$ cat src/rtl/br_predictor.sv
// rtl/br_predictor.sv - 2-bit counter + direct-mapped BTB branch predictor with mispredict redirect
// Optional gshare indexing of the counter table: BRPRED_GSHARE_EN
`ifndef WIDTH
`define WIDTH 32
`endif

module br_predictor #(
  parameter int IDX_W = 6,
  parameter int TAG_W = 8
) (
  input  logic              clk,
  input  logic              rst,
  input  logic              fetch_valid,
  input  logic [`WIDTH-1:0] fetch_pc,
  output logic              pred_valid,
  output logic              pred_taken,
  output logic [`WIDTH-1:0] pred_target,
  output logic [IDX_W-1:0]  pred_idx,
  input  logic              res_valid,
  input  logic [`WIDTH-1:0] res_pc,
  input  logic [IDX_W-1:0]  res_idx,
  input  logic              res_taken,
  input  logic [`WIDTH-1:0] res_target,
  input  logic              res_pred_taken,
  input  logic [`WIDTH-1:0] res_pred_target,
  output logic              mispredict,
  output logic [`WIDTH-1:0] redirect_pc
);

  localparam int N = 2 ** IDX_W;

  logic [1:0]        r_cnt   [0:N-1];
  logic              r_bv    [0:N-1];
  logic [TAG_W-1:0]  r_btag  [0:N-1];
  logic [`WIDTH-1:0] r_btgt  [0:N-1];

  logic [IDX_W-1:0]  w_bidx;
  logic [IDX_W-1:0]  w_cidx;
  logic [TAG_W-1:0]  w_tag;
  logic [IDX_W-1:0]  w_rbidx;
  logic [TAG_W-1:0]  w_rtag;
  logic              w_hit;
  logic              w_ptaken;
  logic              w_mis_next;

  assign w_bidx  = fetch_pc[IDX_W+1:2];
  assign w_tag   = fetch_pc[IDX_W+TAG_W+1:IDX_W+2];
  assign w_rbidx = res_pc[IDX_W+1:2];
  assign w_rtag  = res_pc[IDX_W+TAG_W+1:IDX_W+2];

`ifdef BRPRED_GSHARE_EN
  logic [IDX_W-1:0] r_ghr;
  assign w_cidx = w_bidx ^ r_ghr;
`else
  assign w_cidx = w_bidx;
`endif

  assign w_hit    = r_bv[w_bidx] && (r_btag[w_bidx] == w_tag);
  assign w_ptaken = w_hit && r_cnt[w_cidx][1];

  // Direction wrong, or both taken but to different targets.
  assign w_mis_next = res_valid &&
                      ((res_taken != res_pred_taken) ||
                       (res_taken && res_pred_taken && (res_target != res_pred_target)));

  always_ff @(posedge clk) begin
    if (rst) begin
      pred_valid  <= 1'b0;
      pred_taken  <= 1'b0;
      pred_target <= '0;
      pred_idx    <= '0;
      mispredict  <= 1'b0;
      redirect_pc <= '0;
`ifdef BRPRED_GSHARE_EN
      r_ghr       <= '0;
`endif
      for (int i = 0; i < N; i++) begin
        r_cnt[i] <= 2'b01;
        r_bv[i]  <= 1'b0;
      end
    end else begin
      pred_valid  <= fetch_valid && !w_mis_next;
      pred_taken  <= w_ptaken;
      pred_target <= w_ptaken ? r_btgt[w_bidx] : fetch_pc + `WIDTH'(4);
      pred_idx    <= w_cidx;
      mispredict  <= w_mis_next;
      redirect_pc <= res_taken ? res_target : res_pc + `WIDTH'(4);
      // Table reads above see pre-update contents (read-before-write).
      if (res_valid) begin
        if (res_taken) begin
          if (r_cnt[res_idx] != 2'b11) r_cnt[res_idx] <= r_cnt[res_idx] + 2'b01;
          r_bv[w_rbidx]   <= 1'b1;
          r_btag[w_rbidx] <= w_rtag;
          r_btgt[w_rbidx] <= res_target;
        end else if (r_cnt[res_idx] != 2'b00) begin
          r_cnt[res_idx] <= r_cnt[res_idx] - 2'b01;
        end
`ifdef BRPRED_GSHARE_EN
        r_ghr <= {r_ghr[IDX_W-2:0], res_taken};
`endif
      end
    end
  end

endmodule
$ cat config.mk
export PLATFORM = sky130hd
export DESIGN_NAME = br_predictor
export DESIGN_NICKNAME = d
export VERILOG_FILES = /design/src/rtl/br_predictor.sv
export SDC_FILE = /design/constraint.sdc
export NUM_CORES = 2
export LEC_CHECK = 0
export ABC_AREA = 1
export CAP_MARGIN = 10
export CORE_ASPECT_RATIO = 1.4
export CORE_MARGIN = 3
export CORE_UTILIZATION = 30
export CTS_CLUSTER_SIZE = 10
export DETAILED_ROUTE_END_ITERATION = 8
export PLACE_DENSITY_LB_ADDON = 0.1
export SETUP_SLACK_MARGIN = 0.2
export SLEW_MARGIN = 0
export SYNTH_ARGS = -nofsm -noshare
export SYNTH_HDL_FRONTEND = slang
export SYNTH_SLANG_ARGS = --single-unit
$ cat constraint.sdc
create_clock -name clk -period 8.1 [get_ports clk]
set_input_delay 1.62 -clock clk [delete_from_list [all_inputs] [get_ports clk]]
set_output_delay 1.62 -clock clk [all_outputs]
set_load 0.01 [all_outputs]
==> metrics <==
unrepaired setup endpoints after global routing=no; antenna viol nets, final=0; dpl cells=~14000; CTS Sinks=roughly 2800; syn avg cell area=12.1 sq um; flops & latches, synth=about 2800; initial antenna violation count=30; Synth Area in Compound Gates=10.4%; Post-CTS Setup Inserts=0; CP max stage cell=buf_4; dpl ws=around 1.9 ns; outcome=finished clean; P&R area growth vs syn=15.3%; CTS Buf Count=327; CP top delay family=simple AND/OR/NAND/NOR gates; Mapped Area=around 110000 sq um; max incr delay on CP=0.73 ns; clock power share=around two fifths; Crit Path Max Fanout=between 80 and 90; Crit path top cell by count=nand2_1; Synth Flop Type=edfxtp_1; Ys Warns=0; register area share after synthesis=72.7%; ys async rst share=0%; clk buf depth=4; total overflow reported by the global router=0; fin crit period=between 5 and 6 ns; hpwl dp=259000 um; post-synthesis simple-gate area fraction=between 10% and 20%; leakage=43.5 nW; post-synthesis mux area share=0%; clock latency on the worst-skew pair=0.91 ns; CTS tree=built; Die Y=between 700 and 800 um; Cell variety after synth=between 40 and 50; Rows=roughly 270; Tot GR Track Use=a little under a quarter; WL/cell=approximately 31 um; Setup Skew=0.0403 ns; maxcap violations=0; WP buf/inv=3; Root Driver=clkbuf_16; final hold vios=0; combinational share of power=7.2%; final setup TNS=0 ns; number of synthesized flops with an enable pin=roughly 2700; WS Path Type=in2reg; total die area=~390000 sq um; Layout Nets=around 9800; Final setup viols=0; Slew Viols, Final=0; DRT Pass-1 Iters=6; CTS resizes=0; pwr dens=around 240 nW/um^2; Worst EP required=roughly 8.9 ns; drc violations=0; share of cells above drive strength 1=around 8.4%; XOR/XNOR Fraction of Synth Area=less than 1%; Reg clk slew, reported paths=roughly 0.06 ns; routability congestion estimate from global placement=roughly 0.80; DR iter-0 viols=between 7000 and 8000; Critical Path Source Type=input pin; core area=around 380000 sq um; Sw Share=23.9%; first-pass GRT wire length=around 630000 um; CTS H-tree depth=5; Initial Util=between 30 and 40%; Crit path arrival time=~6.1 ns; largest family of logic cells by synthesized area=simple AND/OR/NAND/NOR gates; Peak VDD IR=0.198 mV; PnR Total Power=31.5 mW; largest net degree at the start of global routing=roughly 170; Cell Int Power=roughly 24 mW; Post-Layout Inst Area=around 130000 sq um; Seq pwr share=around half; vias=roughly 79000; net count after synthesis=9640; worst min path class=reg2reg; fin cells=~15000; Slew headroom=under 10%; hold buffers post-CTS=0; Syn Inst Count=~9500; Total Wirelength=approximately 460000 um; IO Pins=213; DR vias/cell=about 5.4; f_max=between 150 and 200 MHz; vias in the first global route=~78000; Placed Area=124000 sq um; Least-Margin Pin Slew=~1.4 ns; crit share post-route=between 60 and 70%; crit end category=flip-flop; Post-Synth Adder-Cell Area=less than 1%; P_sw=around 7.5 mW; PnR worst setup slack=2.82 ns; PortBufs=212; CP cell instances=buf_8 > inv_8 > buf_4 > o21ai_0 > a21oi_1 > nor2_1 > nand2_1 > nand3_1 > nand3_1 > and3_1 > nand3_4 > nand2_1 > nand2_1 > nor2_1; Die X-Extent=529 um
-- placed cells by master (no fill, tap or decap), types with 189 or more instances in the layout --
cell / Yosys / layout
edfxtp_1: 2688 / 2688
nor2_1: 1551 / 1486
nand2_1: 1241 / 1239
o21ai_0: 1203 / 1203
nand3_1: 550 / 549
o22ai_1: 366 / 366
clkbuf_16: 0 / 334
inv_1: 313 / 311
buf_4: 17 / 229
o221ai_1: 189 / 189
-- cells by family after synthesis --
logic type               after synthesis
AO/OA/AOI/OAI                       2075
XOR/XNOR                              75
adder cells (fa/ha/maj)                3
buffers and inverters               1006
flip-flops                          2825
AND/OR/NAND/NOR                     3513
-- per-layer routing --
layer / global-route usage (%) / part of all wire, %
met3: 3.45 / 6.4
met5: 0 / 0.016
met2: 38.4 / 48
met1: 30.8 / 42
met4: 6.94 / 3.3
-- synth_stat cells (all sizes together), types with 11 or more instances --
library cell / n / area, sq um
nand2: 1246 / 4690
inv: 325 / 1220
nor3: 18 / 105
o221ai: 189 / 1660
o21ai: 1229 / 6150
xnor2: 38 / 333
nor2: 1558 / 5880
nand3: 552 / 2780
o211ai: 90 / 676
nand4: 119 / 751
edfxtp: 2688 / 80700
dfxtp: 137 / 2740
or2: 11 / 68.8
buf: 275 / 1570
o22ai: 366 / 2290
a31oi: 20 / 125
clkbuf: 402 / 1510
xor2: 37 / 324
a21oi: 143 / 716
-- area by class of cell --
class                           instances  area (sq um)
Multi-Input combinational cell       5666         27500
Sequential cell                      2825         83500
Fill cell                           37200        248000
Inverter                              329          1280
Antenna cell                           10          25.0
Clock inverter                         15           168
Timing Repair Buffer                  509          5010
Tap cell                             4995          6250
Clock buffer                          382          8560
-- worst paths after layout --
| path | startpoint | endpoint | slack (ns) | cells past startpoint |
|---|---|---|---|---|
| setup / recovery | fetch_pc[2] | pred_target[20]$_SDFF_PP0_ | 2.82 | 14 |
| hold / removal | r_bv[30]$_DFF_P_ | r_bv[30]$_DFF_P_ | 0.46 | 2 |
| setup reg to reg | r_cnt[52][1]$_SDFFCE_PN0P_ | r_cnt[26][1]$_SDFFCE_PN0P_ | 4.65 | 10 |
| hold reg to reg | r_bv[30]$_DFF_P_ | r_bv[30]$_DFF_P_ | 0.46 | 2 |
-- power groups by stage --
| stage | Combinational (mW) | Sequential (mW) | Clock [mW] |
|---|---|---|---|
| after global routing | 2.44 | 16.1 | 13.9 |
| after floorplan | 1.07 | 16.4 | 0 |
| after detailed placement | 2.29 | 16.4 | 0 |
| after CTS | 2.30 | 16.1 | 13.4 |
| after global placement | 2.29 | 16.4 | 0 |
| final | 2.27 | 16.1 | 13.1 |
-- flip-flops by register name (all words and copies together), names as in the netlist --
| register | flops |
|---|---|
| mispredict | 1 |
| r_cnt | 128 |
| pred_target | 32 |
| r_btag | 512 |
| pred_taken | 1 |
| r_bv | 64 |
| redirect_pc | 32 |
| pred_idx | 6 |
| pred_valid | 1 |
| r_btgt | 2048 |
-- per-stage QoR --
step                hold slack, ns  utilization (%)
floorplan                    0.423                -
global placement             0.440             32.5
detailed placement           0.448             32.5
CTS                          0.463             34.7
global route                 0.486             34.8
finish                       0.462             34.8
-- worst register-to-register path: stages (launching register included) --
cell,delay (ns)
edfxtp_1,0.45
nand2_1,0.10
nand4_1,0.10
o21ai_0,0.53
nand2_1,0.14
nor2_1,0.15
nand4_1,0.25
nand4_1,0.17
nand3_2,0.70
buf_4,0.56
nor2_1,0.15
(Power assumes the default switching activity.)
